<file path="src/rtl/text_buffer_pkg.sv">
// Shared constants for the text buffer controller: ASCII control codes,
// printable range, FSM state encoding and default grid geometry.
package text_buffer_pkg;

  localparam int unsigned DEF_COLS = 16;
  localparam int unsigned DEF_ROWS = 12;

  localparam logic [7:0] ASCII_CR       = 8'h0D;
  localparam logic [7:0] ASCII_BS       = 8'h08;
  localparam logic [7:0] ASCII_ESC      = 8'h1B;
  localparam logic [7:0] ASCII_PRINT_LO = 8'h20;
  localparam logic [7:0] ASCII_PRINT_HI = 8'h7E;

  typedef enum logic [1:0] {
    ST_IDLE,
    ST_WRITE,
    ST_CLEAR
  } tbc_state_t;

  function automatic logic is_printable(input logic [7:0] c);
    return (c >= ASCII_PRINT_LO) && (c <= ASCII_PRINT_HI);
  endfunction

endpackage

</file>
<file path="src/rtl/tbc_key_fifo.sv">
// Small synchronous keystroke FIFO with full/empty flags and occupancy count.
// Head entry is presented combinationally; DEPTH must be a power of 2 (>= 2).
module tbc_key_fifo #(
  parameter int unsigned DEPTH = 4,
  parameter int unsigned WIDTH = 8
) (
  input  logic                     clk,
  input  logic                     reset,
  input  logic                     push,
  input  logic [WIDTH-1:0]         push_data,
  input  logic                     pop,
  output logic [WIDTH-1:0]         head,
  output logic                     full,
  output logic                     empty,
  output logic [$clog2(DEPTH):0]   count
);

  localparam int unsigned PW = $clog2(DEPTH);

  logic [WIDTH-1:0] mem [DEPTH];
  logic [PW-1:0]    wr_ptr;
  logic [PW-1:0]    rd_ptr;
  logic             do_push;
  logic             do_pop;

  assign full    = (count == (PW+1)'(DEPTH));
  assign empty   = (count == '0);
  assign do_push = push && !full;
  assign do_pop  = pop && !empty;
  assign head    = mem[rd_ptr];

  // Storage array; contents need no reset since count gates visibility.
  always_ff @(posedge clk) begin
    if (do_push) mem[wr_ptr] <= push_data;
  end

  // Pointer and occupancy bookkeeping.
  always_ff @(posedge clk) begin
    if (reset) begin
      wr_ptr <= '0;
      rd_ptr <= '0;
      count  <= '0;
    end else begin
      if (do_push) wr_ptr <= wr_ptr + PW'(1);
      if (do_pop)  rd_ptr <= rd_ptr + PW'(1);
      case ({do_push, do_pop})
        2'b10:   count <= count + (PW+1)'(1);
        2'b01:   count <= count - (PW+1)'(1);
        default: count <= count;
      endcase
    end
  end

endmodule

</file>
<file path="src/rtl/text_buffer_ctrl.sv">
// Sequencer/arbiter for the single-port character RAM of the text grid.
// Keystrokes arrive through a FIFO and become RAM writes, cursor moves or a
// full-screen clear; VGA reads always win the RAM port.
// Optional: define TBC_ERASE_ON_BS_EN to make backspace blank the cell it
// moves onto.
module text_buffer_ctrl
  import text_buffer_pkg::*;
#(
  parameter int unsigned COLS       = DEF_COLS,
  parameter int unsigned ROWS       = DEF_ROWS,
  parameter int unsigned ADDR_W     = 8,
  parameter int unsigned FIFO_DEPTH = 4,
  parameter logic [7:0]  BLANK_CHAR = 8'h20
) (
  input  logic              clk,
  input  logic              reset,
  input  logic              key_valid,
  input  logic [7:0]        key_ascii,
  output logic              key_ready,
  input  logic              rd_req,
  input  logic [ADDR_W-1:0] rd_addr,
  output logic [7:0]        rd_data,
  output logic              rd_valid,
  output logic [ADDR_W-1:0] ram_addr,
  output logic [7:0]        ram_data,
  output logic              ram_wren,
  input  logic [7:0]        ram_q,
  output logic [3:0]        cur_col,
  output logic [3:0]        cur_row,
  output logic              busy,
  output logic [7:0]        drop_cnt
);

  localparam int unsigned CW        = $clog2(FIFO_DEPTH) + 1;
  localparam logic [3:0]  LAST_COL  = 4'(COLS - 1);
  localparam logic [3:0]  LAST_ROW  = 4'(ROWS - 1);
  localparam logic [ADDR_W-1:0] LAST_ADDR = ADDR_W'(COLS * ROWS - 1);

  tbc_state_t        state, state_nxt;
  logic [3:0]        col, col_nxt, row, row_nxt;
  logic [3:0]        bs_col, bs_row;
  logic [ADDR_W-1:0] wr_addr, wr_addr_nxt, clr_addr, clr_addr_nxt;
  logic [7:0]        wr_data, wr_data_nxt;
  logic              wr_noadv, wr_noadv_nxt;
  logic              busy_q, busy_nxt;
  logic              ready_en;
  logic              fifo_pop, fifo_full, fifo_empty;
  logic [7:0]        fifo_head;
  logic [CW-1:0]     fifo_count;
  logic              drop_evt;

  function automatic logic [ADDR_W-1:0] cell_addr(input logic [3:0] r, input logic [3:0] c);
    return ADDR_W'(r) * ADDR_W'(COLS) + ADDR_W'(c);
  endfunction

  // ready_en holds key_ready low through reset and the first edge after it.
  assign key_ready = ready_en && (fifo_count != CW'(FIFO_DEPTH));
  assign drop_evt  = key_valid && ready_en && fifo_full;
  assign rd_data   = ram_q;
  assign cur_col   = col;
  assign cur_row   = row;
  assign busy      = busy_q;

  tbc_key_fifo #(
    .DEPTH (FIFO_DEPTH),
    .WIDTH (8)
  ) u_fifo (
    .clk       (clk),
    .reset     (reset),
    .push      (key_valid && key_ready),
    .push_data (key_ascii),
    .pop       (fifo_pop),
    .head      (fifo_head),
    .full      (fifo_full),
    .empty     (fifo_empty),
    .count     (fifo_count)
  );

  // Backspace target cell: step left, or to the end of the previous row.
  always_comb begin
    bs_col = col;
    bs_row = row;
    if (col != 4'd0) begin
      bs_col = col - 4'd1;
    end else if (row != 4'd0) begin
      bs_row = row - 4'd1;
      bs_col = LAST_COL;
    end
  end

  // Next-state, decode, cursor update and RAM port arbitration.
  always_comb begin
    state_nxt    = state;
    col_nxt      = col;
    row_nxt      = row;
    wr_addr_nxt  = wr_addr;
    wr_data_nxt  = wr_data;
    wr_noadv_nxt = wr_noadv;
    clr_addr_nxt = clr_addr;
    busy_nxt     = busy_q;
    fifo_pop     = 1'b0;
    ram_addr     = '0;
    ram_data     = '0;
    ram_wren     = 1'b0;

    unique case (state)
      ST_IDLE: begin
        if (!fifo_empty) begin
          fifo_pop = 1'b1;
          if (is_printable(fifo_head)) begin
            wr_addr_nxt  = cell_addr(row, col);
            wr_data_nxt  = fifo_head;
            wr_noadv_nxt = 1'b0;
            state_nxt    = ST_WRITE;
          end else if (fifo_head == ASCII_CR) begin
            col_nxt = 4'd0;
            row_nxt = (row == LAST_ROW) ? 4'd0 : row + 4'd1;
          end else if (fifo_head == ASCII_BS) begin
            col_nxt = bs_col;
            row_nxt = bs_row;
`ifdef TBC_ERASE_ON_BS_EN
            wr_addr_nxt  = cell_addr(bs_row, bs_col);
            wr_data_nxt  = BLANK_CHAR;
            wr_noadv_nxt = 1'b1;
            state_nxt    = ST_WRITE;
`endif
          end else if (fifo_head == ASCII_ESC) begin
            clr_addr_nxt = '0;
            busy_nxt     = 1'b1;
            state_nxt    = ST_CLEAR;
          end
        end
      end
      ST_WRITE: begin
        if (!rd_req) begin
          ram_wren  = 1'b1;
          ram_addr  = wr_addr;
          ram_data  = wr_data;
          state_nxt = ST_IDLE;
          if (!wr_noadv) begin
            if (col == LAST_COL) begin
              col_nxt = 4'd0;
              row_nxt = (row == LAST_ROW) ? 4'd0 : row + 4'd1;
            end else begin
              col_nxt = col + 4'd1;
            end
          end
        end
      end
      ST_CLEAR: begin
        if (!rd_req) begin
          ram_wren = 1'b1;
          ram_addr = clr_addr;
          ram_data = BLANK_CHAR;
          if (clr_addr == LAST_ADDR) begin
            col_nxt   = 4'd0;
            row_nxt   = 4'd0;
            busy_nxt  = 1'b0;
            state_nxt = ST_IDLE;
          end else begin
            clr_addr_nxt = clr_addr + ADDR_W'(1);
          end
        end
      end
      default: state_nxt = ST_IDLE;
    endcase

    if (rd_req) ram_addr = rd_addr;

    if (reset) begin
      fifo_pop = 1'b0;
      ram_addr = '0;
      ram_data = '0;
      ram_wren = 1'b0;
    end
  end

  // State, cursor and status registers.
  always_ff @(posedge clk) begin
    if (reset) begin
      state    <= ST_IDLE;
      col      <= 4'd0;
      row      <= 4'd0;
      wr_addr  <= '0;
      wr_data  <= '0;
      wr_noadv <= 1'b0;
      clr_addr <= '0;
      busy_q   <= 1'b0;
      ready_en <= 1'b0;
      rd_valid <= 1'b0;
      drop_cnt <= '0;
    end else begin
      state    <= state_nxt;
      col      <= col_nxt;
      row      <= row_nxt;
      wr_addr  <= wr_addr_nxt;
      wr_data  <= wr_data_nxt;
      wr_noadv <= wr_noadv_nxt;
      clr_addr <= clr_addr_nxt;
      busy_q   <= busy_nxt;
      ready_en <= 1'b1;
      rd_valid <= rd_req;
      if (drop_evt && (drop_cnt != 8'hFF)) drop_cnt <= drop_cnt + 8'd1;
    end
  end

endmodule

</file>
<file path="config.mk">
export PLATFORM = sky130hd
export DESIGN_NAME = text_buffer_ctrl
export DESIGN_NICKNAME = d
export VERILOG_FILES = /design/src/rtl/text_buffer_pkg.sv /design/src/rtl/tbc_key_fifo.sv /design/src/rtl/text_buffer_ctrl.sv
export SDC_FILE = /design/constraint.sdc
export NUM_CORES = 1
export LEC_CHECK = 0
export CAP_MARGIN = 25
export CORE_UTILIZATION = 60
export CTS_BUF_LIST = sky130_fd_sc_hd__clkbuf_2 sky130_fd_sc_hd__clkbuf_4 sky130_fd_sc_hd__clkbuf_8
export DETAILED_ROUTE_END_ITERATION = 7
export HOLD_SLACK_MARGIN = 0.1
export PLACE_DENSITY = 0.88
export SETUP_SLACK_MARGIN = 0.5
export SYNTH_ARGS = -nofsm -noshare
export SYNTH_HDL_FRONTEND = slang
export SYNTH_SLANG_ARGS = --single-unit
</file>
<file path="constraint.sdc">
create_clock -name clk -period 4.9 [get_ports clk]
set_input_delay 0.49 -clock clk [delete_from_list [all_inputs] [get_ports clk]]
set_output_delay 0.49 -clock clk [all_outputs]
set_load 0.01 [all_outputs]
</file>
# Word-level counts from Yosys, hierarchy flattened
# Memories as Yosys holds them, arrays and structs flattened. A register that Yosys moved wholly into a read port is not among the register bits.
# Cells that the tools add are included.
totals:
  ff_bits: 52
  ramBits: 32
  in_bits: 28
  wordCells: 147
  mem_count: 1
classes:
  n_addsub: 11
  magnitude_cmp: 2
  eq_ne: 30
  mux: 65
  bitwise_logic: 1
  n_reduce_logical: 24
mem_list:
  columns: ["memory", "words", "width", "read_ports", "rd_clocked_by_memory_dff", "write_ports", "line_no", "source"]
  rows:
  - ["u_fifo.mem", 4, 8, 1, 1, 1, "tbc_key_fifo.sv:20", "logic [WIDTH-1:0] mem [DEPTH];"]
op_table:
  columns: ["op", "count"]
  rows:
  - ["$mux 8", 11]
  - ["$mux 4", 19]
  - ["$pmux 8 s2", 3]
  - ["$pmux 4 s3", 2]
  - ["$reduce_and 8->1", 3]
  - ["$ne 3x3->1 const B", 7]
  - ["$mux 2", 10]
  - ["$ne 2x2->1 const B", 10]
  - ["$add 8x1->8 const B", 2]
  - ["$eq 8x4->1 const B", 2]
  - ["$mux 1", 16]
  - ["$reduce_and 10->1", 1]
  - ["$add 4x1->4 const B", 2]
  - ["$add 8x4->8", 1]
  - ["$eq 4x4->1 const B", 2]
  - ["$eq 8x5->1 const B", 1]
  - ["$eq 8x8->1 const B", 1]
  - ["$ge 8x6->1 const B", 1]
  - ["$le 8x7->1 const B", 1]
  - ["$logic_and 1x1->1", 8]
  - ["$ne 8x8->1 const B", 1]
  - ["$reduce_bool 4->1", 2]
  - ["$sub 4x1->4 const B", 2]
  - ["$reduce_and 7->1", 1]
  - ["19 further kinds", 24]

# Depth between registers and ports, before layout
# Gate-level depths: netlist of run 1.
logic_depth:
  word_depth: 8
  mapped_depth: 11
  depth_no_buf: 10

# Modules after synthesis
# Synthesis of run 1 repeated with hierarchy kept, for this count alone.
unflattened:
  hier_cells: 423
  area_unflattened_um2: 4351.7
modules_own_cells:
  columns: ["mod", "n_inst", "cells_each", "area_per_inst_um2"]
  rows:
  - ["text_buffer_ctrl", 1, 327, 2721.4]
  - ["tbc_key_fifo", 1, 96, 1630.3]

# Least setup slack after synthesis of run 1
# OpenSTA, ideal clock, no wires.
synth_timing:
  path_type: "reg-to-output"
  from: "reg state[0]"
  to: "out ram_data[0]"
  t_arrival_ns: 1.873
  setup_slack_ns: 2.537
  path_stages_with_launch: 9
  cell_sequence: "dfxtp_1 > inv_1 > ha_1 > clkbuf_1 > inv_1 > or3_1 > clkbuf_1 > inv_1 > and3_1"
synth_between:
  elab_chain_len: 3
  elab_cells_between_ends: 4
  classes_between: "eq/ne: 2; mux: 2"
synth_lines:
  columns: ["item", "line_no", "source"]
  rows:
  - ["start, declared", "text_buffer_ctrl.sv:39", "tbc_state_t state, state_nxt;"]
  - ["start signal, assigned", "text_buffer_ctrl.sv:193", "state <= state_nxt;"]
  - ["$eq 2x2->1 or $eq 2x1->1 (tied branches)", "text_buffer_ctrl.sv:106", "unique case (state)"]
  - ["$pmux 8 s2 *", "text_buffer_ctrl.sv:106", null]
  - ["$mux 8 *", "text_buffer_ctrl.sv:170", "if (reset) begin"]
  - ["end, declared", "text_buffer_ctrl.sv:25", "output logic [7:0] ram_data,"]
# Mark *: on every way between the ends. The rest lies on a longest branch, timed or not.

# Worst setup path in the final report of run 1
layout_timing:
  from: "reg state[0]"
  to: "out ram_data[6]"
# The elaborated chain is that of the path after synthesis.

==> results.json, run 1 <==
{
  "dr_wl_met2_mm": 4.83,
  "ys.warnings.count": 0,
  "r2r_cells": 6,
  "yosys.area_share.simple_pct": 16.8,
  "r2r_setup_slack_ns": 1.91,
  "fin_crit_sh_pct": 70.2,
  "crit_end": "ram_data[6]",
  "synth-edff-count": 32,
  "hold_path_class": "register to register",
  "ctsResizeCount": 0,
  "swShare_pct": 37.2,
  "worstPathMaxFanout": 10,
  "synthAdderAreaFrac_pct": 4.77,
  "worstSetupStartpoint": "state[0]",
  "avgSynthCellArea_um2": 10.4,
  "dr.pass1.iters": 5,
  "syn_nets": 461,
  "max_slew_margin_pct": 41.7,
  "setup-violations-final": 0,
  "track_usage_pct": 27.5,
  "wl_met1_mm": 4.08,
  "nets": 500,
  "clk_root_buffer_cell": "clkbuf_8",
  "switchingPower_mw": 0.731,
  "min_period_ns": 3.44,
  "p_clk_share_pct": 23.0,
  "crit_path_end_kind": "output port",
  "cts_setup_buffers": 0,
  "start_kind": "register",
  "grt_pass1_wl_mm": 15.9,
  "insertion_delay_ns": 0.36,
  "cp.arrival_ns": 2.95,
  "finClkSkew_ns": 0.0117,
  "routed.top_layer": "met4",
  "antenna_cells": 0,
  "cts.sinks": 86,
  "cts_buffers": 9,
  "area_growth_pct": 15.1,
  "tightest_slew_ns": 0.874,
  "status": "finished clean",
  "p_leak_nw": 1.71,
  "tritoncts": "built",
  "final_util_pct": 72.5,
  "max_freq_ghz": 0.291,
  "cts-hold-fix-buffers": 0,
  "max-vdd-ir-drop_uv": 251,
  "nFillCells": 500,
  "gp_congestion": 0.864,
  "worstSetupPathType": "register to output port",
  "async_flop_share_pct": 0,
  "power.share.combinational_pct": 34.2,
  "ant_nets": 0,
  "dpl.hpwl_mm": 6.87,
  "synth-main-ff-cell": "dfxtp_1",
  "synthesis.area_mm2": 0.00435,
  "synth_xor_area_share_pct": 2.21,
  "io_buffers": 55,
  "clk_pin_slew_ns": 0.09,
  "netlist-cell-type-count": 63,
  "crit_required_ns": 4.41,
  "overflow": 0,
  "slew_viol_final": 0,
  "grt_max_degree": 57,
  "synthMuxAreaShare_pct": 8.86,
  "rsz0062_at_grt": "false",
  "wirelength_mm": 9.76,
  "grt_pass1_vias": 3257,
  "yosysSeqAreaShare_pct": 46.9,
  "intPower_mw": 1.23,
  "drc": 0,
  "instances_no_fill": 557,
  "final_cell_mix": "dfxtp_1 (54), clkdlybuf4s50_1 (54), nor2_1 (41)",
  "synth_cells": 417,
  "drive_gt1_share_pct": 8.24,
  "core_mm2": 0.00691,
  "vias": 3436,
  "drtIter0Drc": 279,
  "synth_top_family_by_area": "simple AND/OR/NAND/NOR gates",
  "cts_htree_levels": 3,
  "timing.final.hold_violations": 0,
  "clockBufferDepth": 2,
  "wire_per_inst_um": 17.5,
  "dieArea_mm2": 0.00760,
  "ios": 72,
  "dp.cells": 541,
  "cap_violations": 0,
  "tns_ns": 0,
  "seqPwrFrac_pct": 42.9,
  "antenna_found_initial": 0,
  "wl_met3_um": 715,
  "initial_utilization_pct": 63.0,
  "ys_ff_latch": 86,
  "fp.dieH_um": 87.2,
  "p_per_area_mw_per_mm2": 392,
  "synth_compound_area_share_pct": 13.9,
  "r2r_end": "wr_addr[4]",
  "std_cell_rows": 30,
  "die_w_um": 87.2,
  "vias_per_cell": 6.17
}
==> synth_stat cells, drive strengths merged (2+ instances only) <==
library cell,count,area (um2)
nor2,43,176
nor3b,3,22.5
a211oi,7,75.1
clkbuf,14,72.6
a31oi,3,25.0
and2,6,38.8
nor3,7,46.3
nand2,22,82.6
buf,14,116
and3,17,113
mux4,8,195
or4,2,18.8
or3,6,37.5
nor4,2,12.5
dfxtp,54,1080
nand3,14,70.1
xor2,6,52.6
nand4,8,65.1
edfxtp,32,961
a21oi,22,110
nor2b,3,18.8
o211ai,3,22.5
ha,15,188
xnor2,5,43.8
o21ai,20,104
o32ai,6,52.6
a22oi,8,60.1
o2111ai,2,17.5
o31ai,4,30.0
mux2i,19,190
inv,26,97.6
==> power by group through the flow <==
stage | registers, mW | clock network [mW] | logic (mW)
after floorplan | 0.836 | 0 | 0.539
after global placement | 0.854 | 0 | 0.620
after detailed placement | 0.857 | 0 | 0.652
after CTS | 0.841 | 0.453 | 0.660
after global routing | 0.848 | 0.482 | 0.731
final | 0.841 | 0.451 | 0.670
==> area by class of cell <==
class | count | area, um2 | area share [%]
Sequential cell | 86 | 2040 | 40.8
Inverter | 26 | 97.6 | 1.95
Multi-Input combinational cell | 277 | 2020 | 40.4
Tap cell | 96 | 120 | 2.40
Timing Repair Buffer | 56 | 553 | 11.0
Clock buffer | 9 | 124 | 2.47
Clock inverter | 7 | 50.0 | 0.999
==> critical path, cell delays in order, from the launching register on <==
cell and delay (ns):
dfxtp_1 0.37, inv_1 0.09, ha_1 0.43, inv_1 0.12
or3_1 0.53, inv_1 0.31, and3_1 0.21, clkdlybuf4s50_1 0.54
==> layer usage <==
metal | track usage [%] | up-vias
li1 | - | 1600
met1 | 36.6 | 1670
met2 | 45.2 | 149
met3 | 5.59 | 17
met4 | 8.94 | 0
met5 | 0 | -
==> logic make-up (layout without fill, tap and decap cells) <==
group,Yosys count,in the layout
xor gates and xnor gates,11,11
DFF,86,86
AOI/OAI and AO/OA,86,86
adders and majority gates,16,16
and+or+nand+nor,137,137
muxes,27,27
buffers and inverters,54,98
==> state kept, by name (all words and copies together), names as in the netlist, named ones only <==
register,count
wr_addr,8
u_fifo.mem,32
cur_col,4
clr_addr,8
wr_data,8
u_fifo.wr_ptr,2
ready_en,1
drop_cnt,8
u_fifo.rd_ptr,2
state,2
busy,1
u_fifo.count,3
rd_valid,1
cur_row,4
==> how the worst min path moves through the flow <==
stage | startpoint | to | slack (ns) | depth (start not counted)
final | busy | busy | 0.48 | 2
after global routing | wr_data[7] | wr_data[7] | 0.50 | 1
after CTS | busy | busy | 0.48 | 2
after detailed placement | busy | busy | 0.47 | 2
after global placement | busy | busy | 0.45 | 2
after floorplan | wr_data[0] | wr_data[0] | 0.45 | 2
==> through the flow <==
stage | hold WS, ns | power [mW] | setup WS [ns] | instance area [um2]
2_1_floorplan | 0.452 | 1.38 | 2.54 | 4350
3_3_place_gp | 0.455 | 1.47 | 1.94 | 4840
3_5_place_dp | 0.469 | 1.51 | 1.88 | 4840
4_1_cts | 0.481 | 1.95 | 1.48 | 5010
5_1_grt | 0.504 | 2.06 | 1.33 | 5010
6_report | 0.476 | 1.96 | 1.46 | 5010
No activity file was read; power rests on OpenSTA's default activity.
==> run 2: changes to the inputs <==
--- a/config.mk
+++ b/config.mk
@@ -6,11 +6,11 @@
 export NUM_CORES = 1
 export LEC_CHECK = 0
 export CAP_MARGIN = 25
-export CORE_UTILIZATION = 60
+export CORE_UTILIZATION = 50
 export CTS_BUF_LIST = sky130_fd_sc_hd__clkbuf_2 sky130_fd_sc_hd__clkbuf_4 sky130_fd_sc_hd__clkbuf_8
 export DETAILED_ROUTE_END_ITERATION = 7
 export HOLD_SLACK_MARGIN = 0.1
-export PLACE_DENSITY = 0.88
+export PLACE_DENSITY = 0.79
 export SETUP_SLACK_MARGIN = 0.5
 export SYNTH_ARGS = -nofsm -noshare
 export SYNTH_HDL_FRONTEND = slang
==> constraint.sdc (replaced) <==
create_clock -name clk -period 3.1 [get_ports clk]
set_input_delay 0.31 -clock clk [delete_from_list [all_inputs] [get_ports clk]]
set_output_delay 0.31 -clock clk [all_outputs]
set_load 0.01 [all_outputs]
==> results.json, run 2 (synthesized netlist as in run 1, its figures left out) <==
{
  "status": "finished clean",
  "wire_per_inst_um": 17.3,
  "hold_path_class": "input pin to register",
  "crit_chain": "buf_4, mux4_2, nor3_4, buf_4, nand4_4, a211o_1, a311oi_1, a211oi_1",
  "power.share.combinational_pct": 36.9,
  "dp_slack_ns": 0.227,
  "min_period_ns": 2.54,
  "fin_crit_sh_pct": 81.9,
  "cp_num_buf_inv": 2,
  "insertion_delay_ns": 0.37,
  "cap_violations": 0,
  "io_buffers": 55,
  "fp.dieH_um": 95.3,
  "largest_reg_flops": 32,
  "setup-violations-final": 0,
  "std_cell_rows": 33,
  "tightest_slew_ns": 0.560,
  "top_register": "u_fifo.mem",
  "clk_pin_slew_ns": 0.10,
  "cp_slowest_cell": "mux4_2",
  "p_clk_share_pct": 22.9,
  "worstSetupPathType": "register to register",
  "grt_pass1_wl_mm": 16.1,
  "grt_pass1_vias": 3188,
  "drtIter0Drc": 256,
  "timing.final.hold_violations": 0,
  "crit_path_end_kind": "register",
  "clockBufferDepth": 2,
  "core_mm2": 0.00830,
  "cts.sinks": 86,
  "wirelength_mm": 10.1,
  "tns_ns": 0,
  "finClkSkew_ns": 0.00886,
  "grt_max_degree": 33,
  "clk_root_buffer_cell": "clkbuf_8",
  "antenna_found_initial": 0,
  "slowest_delay_ns": 0.58,
  "nets": 518,
  "drive_gt1_share_pct": 15.0,
  "dr.pass1.iters": 4,
  "crit_top_cell": "buf_4",
  "slew_viol_final": 0,
  "overflow": 0,
  "power.total_mw": 3.31,
  "start_kind": "register",
  "cts_htree_levels": 3,
  "dpl.hpwl_mm": 6.71,
  "switchingPower_mw": 1.25,
  "dp.cells": 557,
  "final_cell_mix": "dfxtp_1 (51), nor2_1 (41), clkdlybuf4s50_1 (37)",
  "p_per_area_mw_per_mm2": 631,
  "tritoncts": "built",
  "fin_ws_ns": 0.561,
  "max-vdd-ir-drop_uv": 317,
  "instances_no_fill": 584,
  "worstPathMaxFanout": 6,
  "ios": 72,
  "die_w_um": 95.3,
  "max_slew_margin_pct": 62.3,
  "finish.instance_area_mm2": 0.00525,
  "track_usage_pct": 23.5,
  "critical-path-top-delay-family": "compound AO/OA/AOI/OAI gates",
  "p_leak_nw": 1.95,
  "swShare_pct": 37.8,
  "cts_buffers": 9,
  "intPower_mw": 2.06,
  "area_growth_pct": 20.6,
  "seqPwrFrac_pct": 40.2,
  "seq_area_mm2": 0.00205,
  "final_util_pct": 63.3,
  "dieArea_mm2": 0.00908,
  "max_freq_ghz": 0.394,
  "antenna_cells": 0,
  "layout_commonest_cell": "dfxtp_1",
  "initial_utilization_pct": 52.4,
  "cp.arrival_ns": 2.79,
  "dpl_cell_area_mm2": 0.00490,
  "gp_congestion": 0.888,
  "vias_per_cell": 5.76,
  "nFillCells": 623,
  "fin_hold_ws_ns": 0.456,
  "multi_input_area_mm2": 0.00210,
  "crit_required_ns": 3.35,
  "rsz0062_at_grt": "false",
  "drc": 0,
  "ant_nets": 0,
  "vias": 3366
}
-- run 2: final cells by class --
cell class                 count  area share [%]
multi-input combinational    278            40.0
inverter                      26            1.95
sequential                    86            39.0
timing repair buffer          73            13.0
clock inverter                 7            1.17
clock buffer                   9            2.36
tap                          105            2.50
-- run 2: path summary, 6_finish.rpt --
check	from	to	slack [ns]	cells past startpoint
max	register	cur_col[1]	0.56	8
min	reset	wr_data[0]	0.46	3
max reg2reg	register	cur_col[1]	0.56	8
min reg2reg	busy	busy	0.48	2
-- run 2: worst min-delay path: cells and delay by family --
kind | cells | cell delay, ns
buf+inv | 2 | 0.35
simple gates | 1 | 0.12
-- run 2: repair_timing --
action | in CTS | in global routing
pin swaps | 2 | 7
hold buffers | 0 | 0
buffers inserted | 1 | 9
endpoints found under the setup margin | 34 | 26
gates resized for setup | 28 | 14
cloned | 1 | 0
-- run 2: layer usage --
metal / global-route usage [%] / share of wire, % / vias to the layer above
met5: 0 / 0 / -
met4: 10.5 / 1.6 / 0
met3: 3.35 / 4.7 / 17
met2: 37.1 / 48 / 96
met1: 32.0 / 46 / 1620
li1: - / - / 1633
-- run 2: power groups by stage --
stage / logic [mW] / clock network, mW / registers (mW)
floorplan: 0.851 / 0 / 1.32
global placement: 1.04 / 0 / 1.35
detailed placement: 1.07 / 0 / 1.35
CTS: 1.15 / 0.767 / 1.33
global route: 1.33 / 0.816 / 1.34
finish: 1.22 / 0.759 / 1.33
==> run 3: changes to the inputs <==
==> constraint.sdc (replaced) <==
create_clock -name clk -period 2.3 [get_ports clk]
set_input_delay 0.23 -clock clk [delete_from_list [all_inputs] [get_ports clk]]
set_output_delay 0.23 -clock clk [all_outputs]
set_load 0.01 [all_outputs]
==> results.json, run 3 (synthesized netlist as in run 1, its figures left out) <==
{
  "clockBufferDepth": 2,
  "min_period_ns": 2.42,
  "min_from": "reset",
  "clk_root_buffer_cell": "clkbuf_8",
  "area_growth_pct": 35.5,
  "start_kind": "register",
  "initial_utilization_pct": 52.4,
  "crit_path_end_kind": "register",
  "wirelength_mm": 11.3,
  "status": "finished with violations",
  "p_per_area_mw_per_mm2": 868,
  "dp_slack_ns": -0.114,
  "critical-path-top-delay-family": "simple AND/OR/NAND/NOR gates",
  "rsz0062_at_grt": "true",
  "ios": 72,
  "setup-violations-final": 14,
  "die_w_um": 95.3,
  "worstSetupPathType": "register to register",
  "worstPathMaxFanout": 7,
  "wire_per_inst_um": 17.8,
  "tns_ns": -0.610,
  "grt_max_degree": 41,
  "dr.pass1.iters": 5,
  "tritoncts": "built",
  "drc": 0,
  "nets": 572,
  "fp.dieH_um": 95.3,
  "antenna_found_initial": 0,
  "antenna_cells": 0,
  "slowest_delay_ns": 0.59,
  "std_cell_rows": 33,
  "crit_chain": "mux4_2, or4_4, o21ai_4, and3_4, nand2_2, o32ai_1",
  "cp_slowest_cell": "mux4_2",
  "cts_buffers": 9,
  "cap_violations": 0,
  "nFillCells": 551,
  "track_usage_pct": 26.3,
  "clk_pin_slew_ns": 0.09,
  "timing.final.hold_violations": 0,
  "max_freq_ghz": 0.412,
  "dieArea_mm2": 0.00908,
  "r2r_setup_slack_ns": -0.12,
  "fin_crit_sh_pct": 105,
  "top_register": "u_fifo.mem",
  "core_mm2": 0.00830,
  "crit_cells": 6,
  "slew_viol_final": 0,
  "cp.arrival_ns": 2.67,
  "grt_pass1_wl_mm": 17.9,
  "crit_required_ns": 2.54,
  "crit_end": "clr_addr[0]",
  "cts_htree_levels": 3,
  "vias_per_cell": 5.88,
  "overflow": 0,
  "r2r_end": "clr_addr[0]",
  "r2r_cells": 6,
  "io_buffers": 55,
  "hold_path_class": "input pin to register",
  "final_cell_mix": "buf_4 (57), dfxtp_1 (47), nor2_1 (36), clkdlybuf4s50_1 (36), edfxtp_1 (32)",
  "layout_commonest_cell": "buf_4",
  "tightest_slew_ns": 0.533,
  "cts.sinks": 86,
  "fin_ws_ns": -0.125,
  "grt_pass1_vias": 3653,
  "ant_nets": 0,
  "dpl.hpwl_mm": 7.36,
  "vias": 3753,
  "power.total_mw": 5.12,
  "p_leak_nw": 2.17,
  "finClkSkew_ns": 0.00865,
  "max-vdd-ir-drop_uv": 466,
  "insertion_delay_ns": 0.36,
  "max_slew_margin_pct": 64.1,
  "cp_num_buf_inv": 0,
  "gp_congestion": 0.879,
  "drive_gt1_share_pct": 35.1,
  "largest_reg_flops": 32,
  "violations": "negative setup slack",
  "drtIter0Drc": 225
}
==> run 3: cell count changes in the layout (fill, tap and decap cells not counted), moves of 8 or more <==
| cell | before | now |
|---|---|---|
| dlygate4sd2_1 | 11 | 1 |
| buf_6 | 0 | 21 |
| buf_4 | 18 | 57 |
| buf_2 | 1 | 9 |
==> run 3: cell type report <==
class | count | area, um2 | area share [%]
clock buffer | 10 | 131 | 2.23
clock inverter | 6 | 46.3 | 0.785
inverter | 26 | 108 | 1.83
multi-input combinational | 277 | 2260 | 38.4
sequential | 86 | 2060 | 34.9
tap | 105 | 131 | 2.23
timing repair buffer | 128 | 1160 | 19.7
==> run 3: layer usage <==
metal | share of wire (%) | track usage, % | up-vias
met5 | 0 | 0 | -
met4 | 3.1 | 12.0 | 0
met3 | 6.2 | 4.78 | 35
met2 | 50 | 44.3 | 176
met1 | 41 | 32.8 | 1804
li1 | - | - | 1738
==> run 3: report_power, final <==
part           total [mW]  internal [mW]  switching, mW  leakage, nW
Combinational        2.34           1.14           1.20         1.35
Clock               0.971          0.411          0.560       0.0829
Sequential           1.81           1.71          0.107        0.731
Total                5.12           3.25           1.86         2.17
==> run 3: how the worst min path moves through the flow <==
stage	end	slack, ns	cells past startpoint
CTS	wr_addr[4]	0.30	3
global placement	rd_data[1]	0.46	0
detailed placement	rd_data[1]	0.46	0
global route	wr_addr[7]	0.33	3
finish	cur_col[2]	0.33	3
floorplan	u_fifo.mem[0][0]	0.33	0
==> run 3: what timing repair did <==
item,4_1_cts,5_1_grt
gates resized for setup,123,20
cloned,1,0
setup endpoints to repair,55,57
pin swaps,22,4
hold buffers,0,0
setup buffers,22,8
==> run 3: stage by stage <==
| step | cells | instance area (um2) | hold WS (ns) | util [%] |
|---|---|---|---|---|
| 2_1_floorplan | 417 | 4460 | 0.329 | - |
| 3_3_place_gp | 591 | 5270 | 0.460 | 63.5 |
| 3_5_place_dp | 591 | 5270 | 0.460 | 63.5 |
| 4_1_cts | 630 | 5760 | 0.297 | 69.4 |
| 5_1_grt | 638 | 5900 | 0.329 | 71.0 |
| 6_report | 638 | 5900 | 0.330 | 71.0 |
==> run 3: worst register-to-register path: stages (launching register included) <==
cell and delay [ns]:
dfxtp_4 0.42, mux4_2 0.60, or4_4 0.57, o21ai_4 0.21, and3_4 0.26, nand2_2 0.10, o32ai_1 0.16
